### config.mk
export PLATFORM = sky130hd
export DESIGN_NAME = number_accumulator_flat
export DESIGN_NICKNAME = d
export VERILOG_FILES = /design/src/rtl/calc_pkg.sv /design/src/rtl/number_accumulator_if.sv /design/src/rtl/number_acc_mac.sv /design/src/rtl/number_accumulator.sv /design/src/flat_wrapper.sv
export SDC_FILE = /design/constraint.sdc
export NUM_CORES = 1
export LEC_CHECK = 0
export CAP_MARGIN = 30
export CORE_ASPECT_RATIO = 0.6
export CORE_MARGIN = 3
export CORE_UTILIZATION = 29
export DETAILED_ROUTE_END_ITERATION = 8
export PLACE_DENSITY = 0.52
export SYNTH_ARGS = -nofsm -noshare
export SYNTH_HDL_FRONTEND = slang
export SYNTH_SLANG_ARGS = --single-unit
### constraint.sdc
create_clock -name clk -period 5.9 [get_ports clk]
set_clock_uncertainty 0.05 [all_clocks]
set_input_delay 0.59 -clock clk [delete_from_list [all_inputs] [get_ports clk]]
set_output_delay 0.59 -clock clk [all_outputs]
set_load 0.005 [all_outputs]
### src/rtl/calc_pkg.sv
// Shared calculator definitions: key tokens, radix and operand-builder states.
// Pure declarations, no timing; no flow control.
package calc_pkg;

    localparam int TOKEN_W = 4;
    localparam int RADIX   = 10;

    localparam logic [TOKEN_W-1:0] TOK_ADD = 4'hA;
    localparam logic [TOKEN_W-1:0] TOK_SUB = 4'hB;
    localparam logic [TOKEN_W-1:0] TOK_MUL = 4'hC;
    localparam logic [TOKEN_W-1:0] TOK_DIV = 4'hD;
    localparam logic [TOKEN_W-1:0] TOK_EQ  = 4'hE;
    localparam logic [TOKEN_W-1:0] TOK_CLR = 4'hF;

    typedef enum logic [1:0] {
        IDLE,
        BUILD,
        EMIT
    } state_t;

    function automatic logic is_digit(input logic [TOKEN_W-1:0] t);
        return t <= 4'd9;
    endfunction

endpackage

### src/rtl/number_accumulator_if.sv
// Token in / operand record out bundle between keypad decoder and stack stage.
// No logic; master drives tokens and takes records, slave is the accumulator.
interface number_accumulator_if #(
    parameter int WIDTH = 32
);
    logic                         tok_valid;
    logic [calc_pkg::TOKEN_W-1:0] tok;
    logic                         tok_ready;
    logic                         num_valid;
    logic                         num_ready;
    logic [WIDTH-1:0]             number;
    logic [calc_pkg::TOKEN_W-1:0] op;
    logic                         num_present;
    logic                         overflow;

    modport master (
        output tok_valid, tok, num_ready,
        input  tok_ready, num_valid, number, op, num_present, overflow
    );

    modport slave (
        input  tok_valid, tok, num_ready,
        output tok_ready, num_valid, number, op, num_present, overflow
    );
endinterface

### src/rtl/number_acc_mac.sv
// Multiply-accumulate step acc*RADIX+d on the magnitude with signed range check.
// Combinational, zero latency; no flow control.
module number_acc_mac
    import calc_pkg::*;
#(
    parameter int WIDTH = 32
) (
    input  logic [WIDTH-1:0]   acc,
    input  logic [TOKEN_W-1:0] d,
    input  logic               sign,
    output logic [WIDTH-1:0]   next,
    output logic               ovf
);
    localparam int XW = WIDTH + 4;

    logic [XW-1:0] wide;
    logic [XW-1:0] limit;

    // Extra 4 bits hold acc*10 even when acc sits at the negative-range limit.
    assign wide  = XW'(acc) * XW'(RADIX) + XW'(d);
    assign limit = sign ? (XW'(1) << (WIDTH - 1))
                        : ((XW'(1) << (WIDTH - 1)) - XW'(1));
    assign ovf   = wide > limit;
    assign next  = wide[WIDTH-1:0];
endmodule

### src/rtl/number_accumulator.sv
// Builds a signed decimal operand from key tokens, emits {number, op} per operator/clear.
// Token accepted at edge N shows at N+1; record valid from N+1 after an operator.
// tok_ready low while a record waits for num_ready; NUMBER_ACC_NEG_EN enables unary minus.
module number_accumulator
    import calc_pkg::*;
#(
    parameter int WIDTH      = 32,
    parameter int MAX_DIGITS = 9
) (
    input  logic                 clk,
    input  logic                 reset,
    number_accumulator_if.slave  bus
);
    localparam int CNT_W = $clog2(MAX_DIGITS + 1);

    state_t               state;
    logic [WIDTH-1:0]     acc;
    logic [CNT_W-1:0]     cnt;
    logic                 sign;
    logic                 ovf;
    logic                 tok_ready_r;
    logic                 num_valid_r;
    logic [WIDTH-1:0]     number_r;
    logic [TOKEN_W-1:0]   op_r;
    logic                 present_r;
    logic                 overflow_r;

    logic [WIDTH-1:0]     mac_next;
    logic                 mac_ovf;
    logic                 tok_acc;

    number_acc_mac #(.WIDTH(WIDTH)) u_mac (
        .acc  (acc),
        .d    (bus.tok),
        .sign (sign),
        .next (mac_next),
        .ovf  (mac_ovf)
    );

    assign tok_acc = bus.tok_valid && tok_ready_r;

    always_ff @(posedge clk or negedge reset) begin
        if (!reset) begin
            state       <= IDLE;
            acc         <= '0;
            cnt         <= '0;
            sign        <= 1'b0;
            ovf         <= 1'b0;
            tok_ready_r <= 1'b1;
            num_valid_r <= 1'b0;
            number_r    <= '0;
            op_r        <= '0;
            present_r   <= 1'b0;
            overflow_r  <= 1'b0;
        end else begin
            case (state)
                IDLE, BUILD: begin
                    if (tok_acc) begin
                        if (is_digit(bus.tok)) begin
                            // Dropped digits leave acc intact but mark the operand.
                            if (cnt == CNT_W'(MAX_DIGITS) || mac_ovf) begin
                                ovf <= 1'b1;
                            end else begin
                                acc <= mac_next;
                                cnt <= cnt + CNT_W'(1);
                            end
                            state <= BUILD;
`ifdef NUMBER_ACC_NEG_EN
                        end else if (state == IDLE && bus.tok == TOK_SUB) begin
                            sign <= ~sign;
`endif
                        end else begin
                            if (bus.tok == TOK_CLR) begin
                                number_r   <= '0;
                                present_r  <= 1'b0;
                                overflow_r <= 1'b0;
                            end else begin
                                number_r   <= sign ? -acc : acc;
                                present_r  <= (state == BUILD);
                                overflow_r <= ovf;
                            end
                            op_r        <= bus.tok;
                            num_valid_r <= 1'b1;
                            tok_ready_r <= 1'b0;
                            state       <= EMIT;
                        end
                    end
                end
                EMIT: begin
                    if (bus.num_ready) begin
                        state       <= IDLE;
                        acc         <= '0;
                        cnt         <= '0;
                        sign        <= 1'b0;
                        ovf         <= 1'b0;
                        num_valid_r <= 1'b0;
                        tok_ready_r <= 1'b1;
                    end
                end
                default: state <= IDLE;
            endcase
        end
    end

    assign bus.tok_ready   = tok_ready_r;
    assign bus.num_valid   = num_valid_r;
    assign bus.number      = number_r;
    assign bus.op          = op_r;
    assign bus.num_present = present_r;
    assign bus.overflow    = overflow_r;
endmodule
### src/flat_wrapper.sv
// flat-port wrapper written by rule: the top's interface ports become plain ports
module number_accumulator_flat import calc_pkg::*;
#(
    parameter int WIDTH      = 32,
    parameter int MAX_DIGITS = 9
)
  (clk, reset, bus_tok_valid, bus_tok, bus_num_ready, bus_tok_ready, bus_num_valid, bus_number, bus_op, bus_num_present, bus_overflow);
  number_accumulator_if #(.WIDTH(WIDTH)) bus_i ();
  input  logic clk;
  input  logic reset;
  input wire logic [$bits(bus_i.tok_valid)-1:0] bus_tok_valid;
  input wire logic [$bits(bus_i.tok)-1:0] bus_tok;
  input wire logic [$bits(bus_i.num_ready)-1:0] bus_num_ready;
  output wire logic [$bits(bus_i.tok_ready)-1:0] bus_tok_ready;
  output wire logic [$bits(bus_i.num_valid)-1:0] bus_num_valid;
  output wire logic [$bits(bus_i.number)-1:0] bus_number;
  output wire logic [$bits(bus_i.op)-1:0] bus_op;
  output wire logic [$bits(bus_i.num_present)-1:0] bus_num_present;
  output wire logic [$bits(bus_i.overflow)-1:0] bus_overflow;
  assign bus_i.tok_valid = bus_tok_valid;
  assign bus_i.tok = bus_tok;
  assign bus_i.num_ready = bus_num_ready;
  assign bus_tok_ready = bus_i.tok_ready;
  assign bus_num_valid = bus_i.num_valid;
  assign bus_number = bus_i.number;
  assign bus_op = bus_i.op;
  assign bus_num_present = bus_i.num_present;
  assign bus_overflow = bus_i.overflow;
  number_accumulator #(.WIDTH(WIDTH), .MAX_DIGITS(MAX_DIGITS)) u_core (.clk(clk), .reset(reset), .bus(bus_i));
endmodule
==> metrics, run 1 <==
status finished clean; period utilisation layout 87.9%; Tmin final 5.19 ns; Hold Buf Count CTS 0; share of total power in the clock network 15.4%; post-synthesis mux area share 5.66%; worst vdd rail ir drop 0.000143 V; power per cell area 435 nW/um2; wire per inst 17.4 um; CP peak stage delay 0.75 ns; DP HPWL 14,800 um; Fin. Hold Viols 0; Post-synth EDFFs 0; combinational power share 57.7%; Switching Share 45.2%; P_leak 3.71 nW; Worst setup SP type flip-flop; R2R setup slack 0.71 ns; most frequent cells in the layout 156 x nand2_1, 78 x dfrtp_1, 65 x ha_1; Ys Warns 0; row count 41; fin nets 864; Detailed Routing Iterations Pass 1 5; CTS tree done; Final Non-Filler Cells 1,071; Seq cells post-synth 79; net load switching power 1.48 mW; Reg clk slew, reported paths 0.06 ns; Synth async-reset ratio 100%; worst slew pin tran 0.708 ns; worst r2r path cells 14; final setup TNS 0 ns; die width 200 um; Worst-Skew Late Latency 0.33 ns; Antenna Cells 0; sequential share of power 26.9%; number of max-cap violations 0; Detail Route Antenna Nets 0; Initial Util 30.3%; simple-gate share of the synthesized area 26.0%; Synth area leaders dfrtp_1 30%, ha_1 12%, nand2_1 9.0%, mux2i_1 4.9%, nand3_1 3.9%; distinct cell type count after synthesis 72; Design Area, Final 7520 um2; cell internal pwr 1.79 mW; CP most frequent cell ha_1; Worst Path Max Fanout 23; endpoints failing setup 0; DRC violations left 0; Mapped Nets 828; Synth Flop Type dfrtp_1; fin util 34.9%; total CTS buffers 9; GRT Util Overall 15.5%; Post-Synth Adder-Cell Area 13.1%; Hold WC Path Type input pin to asynchronous set/reset pin; synthesized instance count 753; IO Count 48; slowest library cell on the worst path or3_2; buffer levels on the longest clock path 2; H-tree depth 3; cell taking the most area after synthesis dfrtp_1; post-synthesis sequential area ratio 30.3%; type of the worst setup path flip-flop to flip-flop; Slew HR 52.4%; Worst Path Required 6.06 ns; post-synthesis compound-gate area fraction 15.6%; CP arrival 5.34 ns; CP Launch Point u_core.acc[1]; crit path to u_core.acc[0]; initial antenna violation count 0; largest family of logic cells by synthesized area simple AND/OR/NAND/NOR gates; most common cell after layout, fill and taps aside nand2_1; reg2reg end u_core.acc[0]; largest net degree at the start of global routing 63; CTS Root Cell clkbuf_16; Sink Count 79; dpl cell area 7250 um2; cell area after synthesis 6530 um2; share of layout cells above drive strength 1 6.06%; worst flop-to-flop path startpoint u_core.acc[1]; area grow syn2layout 15.2%; vias in the first global route 5,003; Slew Viols, Final 0; first-pass GRT wire length 29,400 um; Max Freq 193 MHz; core area 21,500 um2; Worst Setup End Kind flip-flop; Yosys top cell area share 29.9%; gr ovfl total 0; RSZ-0062 raised after global routing false; vias per inst 5.27; final wirelength 18,600 um; DIE HEIGHT 122 um; post-cts sizing count 0; Post-CTS Setup Inserts 0; die area 24,400 um2; syn avg cell area 8.67 um2; XOR/XNOR Fraction of Synth Area 5.50%; placed cells 1,057; Port Buffers 47; worst-path cell chain ha_1 -> ha_1 -> fa_1 -> a21o_1 -> a221oi_4 -> nor4b_1 -> o31a_1 -> nor4b_4 -> nand4_4 -> nor4_2 -> a41oi_2 -> or3_2 -> buf_12 -> mux2i_1; RD Place Congestion 0.832; Iter 0 DRT Violations 383; vias 5,640
[through the flow]
step / hold slack, ns / worst slack [ns] / power (mW)
after CTS: 0.0829 / 0.723 / 3.27
after global placement: 0.399 / 0.888 / 2.74
after floorplan: 0.244 / 1.39 / 2.17
after detailed placement: 0.406 / 0.733 / 2.75
final: 0.0850 / 0.711 / 3.27
after global routing: 0.0861 / 0.388 / 3.53
[worst min-delay path by stage]
| stage | slack [ns] | startpoint | end | depth (start not counted) |
|---|---|---|---|---|
| 2_1_floorplan | 0.24 | reset | u_core.acc[0] | 0 |
| 3_3_place_gp | 0.40 | u_core.bus.op[3] | u_core.bus.op[3] | 1 |
| 3_5_place_dp | 0.41 | u_core.bus.number[30] | u_core.bus.number[30] | 2 |
| 4_1_cts | 0.08 | reset | u_core.bus.number[11] | 1 |
| 5_1_grt | 0.09 | reset | u_core.bus.number[11] | 1 |
| 6_report | 0.09 | reset | u_core.bus.number[11] | 1 |
[cell usage after synthesis (all sizes together), types with 12 or more instances]
cell / instances
a21oi: 35
buf: 18
o21ai: 21
mux2i: 32
nor3: 19
dfrtp: 78
xor2: 13
nand2: 156
nor2: 36
xnor2: 28
nand4: 16
a21o: 16
nand3: 51
clkbuf: 12
inv: 13
ha: 65
[power by group through the flow]
stage / logic, mW / registers [mW] / clock network [mW]
3_3_place_gp: 1.86 / 0.883 / 0
6_report: 1.89 / 0.879 / 0.504
2_1_floorplan: 1.35 / 0.818 / 0
5_1_grt: 2.10 / 0.901 / 0.536
4_1_cts: 1.87 / 0.876 / 0.519
3_5_place_dp: 1.87 / 0.884 / 0
[cell families after synthesis]
| logic type | count (synthesis) |
|---|---|
| and+or+nand+nor | 346 |
| AOI/OAI and AO/OA | 139 |
| DFF | 79 |
| adders and majority gates | 67 |
| buffers and inverters | 45 |
| xor gates and xnor gates | 41 |
| muxes | 36 |
[flip-flops by register name, indices dropped and copies added, names as in the netlist]
name,count
u_core.bus.number,32
u_core.ovf,1
u_core.bus.num_present,1
u_core.bus.overflow,1
u_core.acc,32
u_core.bus.tok_ready,1
u_core.bus.op,4
u_core.cnt,4
u_core.bus.num_valid,1
u_core.state,2
[critical path: cells and delay by family (launching register included)]
kind / cells / cell delay [ns]
simple gates: 5 / 1.94
fa+ha+maj: 3 / 1.01
mux: 1 / 0.14
compound gates: 4 / 1.21
buf+inv: 1 / 0.26
flops: 1 / 0.44
[final cells by class]
cell class	instances	area (um2)
Fill cell	2207	14000
Multi-Input combinational cell	629	4300
Sequential cell	79	1980
Timing Repair Buffer	57	576
Tap cell	279	349
Clock buffer	13	260
Inverter	13	48.8
Clock inverter	1	5.00
[routing by layer]
layer	vias to the layer above	track usage, %	routed length [um]
met4	0	2.48	104
met5	-	0	0
met2	169	17.1	5990
met3	10	1.77	1160
li1	2818	-	-
met1	2643	29.0	11400
Note: power is estimated with default switching activity, not from simulation.
==> run 2: changes to the inputs <==
- CAP_MARGIN: 30 -> 20
- PLACE_DENSITY: 0.52 -> 0.46
==> run 2 against run 1 <==
  * Final area up 1.0%
  * Critical path depth down 1
  * Critical endpoint is now u_core.acc[11]
  * Highest routed layer unchanged
  * Count of clock-buffer cells in the layout down 2
  * Critical path type unchanged
  * Fmax down 3.3%
==> metrics, run 2 (synthesis results as in run 1) <==
fin util 35.2% (was 34.9%); Worst-Skew Late Latency 0.33 ns (about the same); Initial Util 30.3% (unchanged); Reg clk slew, reported paths 0.06 ns (about the same); Detail Route Antenna Nets 0 (unchanged); GRT Util Overall 16.2% (was 15.5%); Iter 0 DRT Violations 548 (was 383); Worst Path Max Fanout 22 (was 23); vias per inst 5.42 (was 5.27); dpl cell area 7230 um2 (was 7250 um2); die area 24,400 um2 (unchanged); final wirelength 19,700 um (was 18,600 um); Sink Count 79 (unchanged); P_leak 3.75 nW (was 3.71 nW); overall power 3.41 mW (was 3.27 mW); CP arrival 5.56 ns (was 5.34 ns); Worst setup SP type flip-flop (unchanged); WHS 0.0499 ns (was 0.0850 ns); FILL cells 2,246 (was 2,207); worst vdd rail ir drop 0.000176 V (was 0.000143 V); R2R setup slack 0.53 ns (was 0.71 ns); Detailed Routing Iterations Pass 1 5 (unchanged); DRC violations left 0 (unchanged); IO Count 48 (unchanged); Antenna Cells 0 (unchanged); Tmin final 5.37 ns (was 5.19 ns); fin nets 865 (was 864); Slew HR 45.6% (was 52.4%); worst slew pin tran 0.809 ns (was 0.708 ns); first-pass GRT wire length 30,900 um (was 29,400 um); RD Place Congestion 0.931 (was 0.832); H-tree depth 3 (unchanged); number of max-cap violations 0 (unchanged); row count 41 (unchanged); CTS tree done (unchanged); Slew Viols, Final 0 (unchanged); type of the worst setup path flip-flop to flip-flop (unchanged); worst r2r path cells 13 (was 14); area grow syn2layout 16.4% (was 15.2%); power per cell area 449 nW/um2 (was 435 nW/um2); Fin. Hold Viols 0 (unchanged); gr ovfl total 0 (unchanged); pre-CTS setup slack 0.651 ns (was 0.733 ns); final setup TNS 0 ns (unchanged); Final Non-Filler Cells 1,074 (was 1,071); total CTS buffers 9 (unchanged); placed cells 1,057 (unchanged); CTS Root Cell clkbuf_16 (unchanged); period utilisation layout 91.0% (was 87.9%); worst flop-to-flop path startpoint u_core.acc[6] (was u_core.acc[1]); Post-CTS Setup Inserts 0 (unchanged); share of layout cells above drive strength 1 6.67% (was 6.06%); endpoints failing setup 0 (unchanged); wire per inst 18.4 um (was 17.4 um); DP HPWL 15,600 um (was 14,800 um); Hold Buf Count CTS 0 (unchanged); vias in the first global route 5,380 (was 5,003); RSZ-0062 raised after global routing false (unchanged); die width 200 um (unchanged); post-cts sizing count 0 (unchanged); worst setup margin 0.534 ns (was 0.711 ns); core area 21,500 um2 (unchanged); status finished clean (unchanged); vias 5,819 (was 5,640); largest net degree at the start of global routing 80 (was 63); Max Freq 186 MHz (was 193 MHz); Worst Setup End Kind flip-flop (unchanged); DIE HEIGHT 122 um (unchanged); buffer levels on the longest clock path 2 (unchanged); initial antenna violation count 0 (unchanged); Worst Path Required 6.09 ns (was 6.06 ns); Port Buffers 47 (unchanged); most common cell after layout, fill and taps aside nand2_1 (unchanged); most frequent cells in the layout 156 x nand2_1, 78 x dfrtp_1, 65 x ha_1 (unchanged); reg2reg end u_core.acc[11] (was u_core.acc[0]); Design Area, Final 7590 um2 (was 7520 um2); Hold WC Path Type input pin to asynchronous set/reset pin (unchanged)
-- run 2: power by group --
part	internal (mW)	leakage [nW]	switching, mW
registers	0.697	1.04	0.183
clock network	0.394	0.166	0.222
logic	0.795	2.54	1.12
total	1.89	3.75	1.52
-- run 2: layer usage --
metal | track usage [%] | part of all wire (%)
met5 | 0 | 0
met4 | 2.92 | 0.68
met3 | 2.71 | 5.5
met2 | 19.9 | 36
met1 | 28.1 | 58
-- run 2: final cells by class --
cell class,count,area [um2],area share (%)
Clock inverter,5,78.8,1.04
Clock buffer,11,253,3.33
Multi-Input combinational cell,629,4300,56.6
Tap cell,279,349,4.60
Sequential cell,79,1980,26.1
Timing Repair Buffer,58,587,7.73
Inverter,13,48.8,0.643
-- run 2: how the worst max path moves through the flow --
stage | depth (start not counted) | slack (ns) | endpoint | from
floorplan | 14 | 1.39 | u_core.acc[26] | u_core.acc[1]
global placement | 14 | 0.80 | u_core.acc[10] | u_core.acc[2]
detailed placement | 15 | 0.65 | u_core.acc[22] | u_core.acc[1]
CTS | 15 | 0.62 | u_core.acc[22] | u_core.acc[1]
global route | 13 | 0.32 | u_core.acc[22] | u_core.acc[6]
finish | 13 | 0.53 | u_core.acc[11] | u_core.acc[6]
-- run 2: critical path, cell delays in order (launching register included) --
cell,delay [ns]
dfrtp_1,0.46
ha_1,0.31
ha_1,0.42
nand4_1,0.32
a2111oi_4,0.69
nor3_1,0.14
nor3_1,0.70
nand4_1,0.23
nor4_2,0.20
mux2_1,0.37
a41oi_2,0.39
or3_2,0.47
buf_12,0.25
mux2i_1,0.22
==> run 3: changes to the inputs <==
- SYNTH_HIERARCHICAL: default -> 1
==> run 3 against run 2 <==
  * The run now ends with setup timing left
  * Fmax decreased by 9.4%
  * Largest power group unchanged
  * Combinational power increased by 89%
  * Register-to-register slack got worse by 0.56 ns
  * Critical endpoint is now u_core/acc[16]
  * Via count increased by 12%
  * Flip-flop and latch count unchanged
  * Setup slack got worse by 0.56 ns
  * Core utilization increased by 8.0 points
  * Critical path depth increased by 10
  * Final area increased by 29%
  * Power increased by 54%
  * First-iteration DRC count decreased by 28%
==> metrics, run 3 <==
type of the worst setup path flip-flop to flip-flop (unchanged); CP arrival 6.14 ns (was 5.56 ns); most common cell after layout, fill and taps aside buf_4 (was nand2_1); most frequent cells in the layout 185 x buf_4, 102 x nand2_1, 85 x ha_1 (was 156 x nand2_1, 78 x dfrtp_1, 65 x ha_1); Worst Setup End Kind flip-flop (unchanged); Yosys top cell area share 28.5% (was 29.9%); Reg clk slew, reported paths 0.06 ns (about the same); fin nets 1,121 (was 865); Fin. Hold Viols 0 (unchanged); GRT Util Overall 17.5% (was 16.2%); final wirelength 22,400 um (was 19,700 um); H-tree depth 3 (unchanged); area grow syn2layout 42.8% (was 16.4%); CTS Root Cell clkbuf_16 (unchanged); slowest library cell on the worst path or4_4 (was nor3_1); Antenna Cells 0 (unchanged); Worst Path Required 6.12 ns (was 6.09 ns); Slew HR 48.1% (was 45.6%); P_leak 4.68 nW (was 3.75 nW); failing checks setup timing; period utilisation layout 100% (was 91.0%); row count 42 (was 41); Ys Warns 6 (was 0); Post-synth EDFFs 0 (unchanged); Synth async-reset ratio 100% (unchanged); Port Buffers 47 (unchanged); DIE HEIGHT 125 um (was 122 um); status complete, but fails checks (was finished clean); total CTS buffers 9 (unchanged); count leader, synth nand2_1 (unchanged); worst r2r path cells 23 (was 13); Synth Flop Type dfrtp_1 (unchanged); Worst setup SP type flip-flop (unchanged); vias per inst 4.93 (was 5.42); core area 22,600 um2 (was 21,500 um2); RD Place Congestion 0.847 (was 0.931); Sink Count 79 (unchanged); worst slew pin tran 0.778 ns (was 0.809 ns); Hold WC Path Type input pin to asynchronous set/reset pin (unchanged); die width 205 um (was 200 um); worst setup margin -0.0222 ns (was 0.534 ns); Detailed Routing Iterations Pass 1 5 (unchanged); post-synthesis sequential area ratio 28.8% (was 30.3%); Worst Path Max Fanout 12 (was 22); DP HPWL 18,200 um (was 15,600 um); fin util 43.2% (was 35.2%); WHS 0.0806 ns (was 0.0499 ns); distinct cell type count after synthesis 74 (was 72); die area 25,600 um2 (was 24,400 um2); Slew Viols, Final 0 (unchanged); wire per inst 16.9 um (was 18.4 um); gr ovfl total 0 (unchanged); CP peak stage delay 0.62 ns (was 0.70 ns); Synth area leaders dfrtp_1 28%, ha_1 18%, nand2_1 5.7%, a22o_1 4.1%, xnor2_1 3.4% (was dfrtp_1 30%, ha_1 12%, nand2_1 9.0%, mux2i_1 4.9%, nand3_1 3.9%); number of max-cap violations 0 (unchanged); CP Depth 23 (was 13); FILL cells 2,301 (was 2,246); synthesized instance count 764 (was 753); share of layout cells above drive strength 1 28.2% (was 6.67%); Design Area, Final 9790 um2 (was 7590 um2); largest net degree at the start of global routing 61 (was 80); dpl cell area 8900 um2 (was 7230 um2); RSZ-0062 raised after global routing true (was false); first-pass GRT wire length 35,400 um (was 30,900 um); initial antenna violation count 0 (unchanged); worst path bufs/invs 1 (unchanged); syn avg cell area 8.98 um2 (was 8.67 um2); CTS tree done (unchanged); Worst-Skew Late Latency 0.33 ns (about the same); buffer levels on the longest clock path 2 (unchanged); vias 6,543 (was 5,819); cell area after synthesis 6860 um2 (was 6530 um2); Worst path top cell family by delay simple AND/OR/NAND/NOR gates (unchanged); Detail Route Antenna Nets 0 (unchanged); DRC violations left 0 (unchanged); Max Freq 169 MHz (was 186 MHz); Tmin final 5.92 ns (was 5.37 ns); cell taking the most area after synthesis dfrtp_1 (unchanged); Hold Buf Count CTS 0 (unchanged); endpoints failing setup 15 (was 0); Iter 0 DRT Violations 392 (was 548); power per cell area 537 nW/um2 (was 449 nW/um2); IO Count 48 (unchanged); vias in the first global route 6,150 (was 5,380); Initial Util 30.3% (about the same); Seq cells post-synth 79 (unchanged); final setup TNS -0.168 ns (was 0 ns); synth cell count leaders 104 x nand2_1, 97 x ha_1, 78 x dfrtp_1 (was 156 x nand2_1, 78 x dfrtp_1, 65 x ha_1); worst vdd rail ir drop 0.000170 V (was 0.000176 V); worst-path cell chain ha_1 -> ha_1 -> o21ai_0 -> nor2_1 -> or3_1 -> nor3_1 -> xor2_1 -> or4_4 -> nor4_4 -> xor2_1 -> ha_1 -> nand4_1 -> nor2_1 -> nand4_1 -> a21boi_0 -> o31ai_1 -> and3_1 -> nand4_1 -> o31a_1 -> or3_4 -> nor2_8 -> clkbuf_16 -> a22o_1 (was ha_1 -> ha_1 -> nand4_1 -> a2111oi_4 -> nor3_1 -> nor3_1 -> nand4_1 -> nor4_2 -> mux2_1 -> a41oi_2 -> or3_2 -> buf_12 -> mux2i_1); pre-CTS setup slack -0.271 ns (was 0.651 ns)
[run 3: repair_timing]
item / in CTS / in global routing
gates resized for setup: 23 / 44
cloned: 0 / 2
setup buffers: 10 / 10
hold endpoints to repair: 0 / 0
endpoints found under the setup margin: 37 / 37
pin swaps: 13 / 16
[run 3: through the flow]
step	std cells	power, mW
3_5_place_dp	1289	4.28
4_1_cts	1315	5.03
2_1_floorplan	794	2.70
5_1_grt	1327	5.72
6_report	1327	5.26
3_3_place_gp	1289	4.28
[run 3: final timing paths]
path,slack (ns),endpoint,from
max in group asynchronous,4.62,u_core/acc[16],reset
max reg2reg,-0.02,u_core/acc[16],u_core/acc[17]
min reg2reg,0.42,u_core/bus.op[3],u_core/bus.op[3]
min,0.08,u_core/bus.number[4],reset
max,-0.02,u_core/acc[16],u_core/acc[17]
min in group clk,0.42,u_core/bus.op[3],u_core/bus.op[3]
[run 3: report_power, final]
group / total [mW] / switching (mW) / internal (mW)
Combinational: 3.61 / 1.72 / 1.89
Sequential: 0.999 / 0.245 / 0.754
Clock: 0.650 / 0.224 / 0.426
[run 3: logic make-up (layout without fill, tap and decap cells)]
group | count (synthesis) | after routing | share of synthesized area, %
AND/OR/NAND/NOR | 274 | 274 | 20.5
AO/OA/AOI/OAI | 220 | 220 | 21.4
adder cells (fa/ha/maj) | 99 | 99 | 18.3
flip-flops | 79 | 79 | 28.8
XOR/XNOR | 49 | 49 | 6.37
buffers and inverters | 38 | 263 | 3.68
multiplexers | 4 | 4 | 0.821
other | 1 | 31 | 0.0547
[run 3: layout make-up]
| type | count | area, um2 | share of cell area [%] |
|---|---|---|---|
| inverters | 10 | 37.5 | 0.383 |
| clock inverters | 5 | 104 | 1.06 |
| multi-input cells | 677 | 5070 | 51.8 |
| well taps | 308 | 385 | 3.94 |
| repair buffers | 237 | 1960 | 20.0 |
| clock buffers | 11 | 243 | 2.48 |
| flip-flops and latches | 79 | 1990 | 20.3 |
[run 3: routing by layer]
| layer | track usage, % | up-vias | wire length (um) |
|---|---|---|---|
| li1 | - | 3306 | - |
| met1 | 31.7 | 3086 | 13600 |
| met2 | 20.7 | 141 | 7500 |
| met3 | 2.10 | 10 | 1160 |
| met4 | 2.55 | 0 | 128 |
| met5 | 0 | - | 0 |
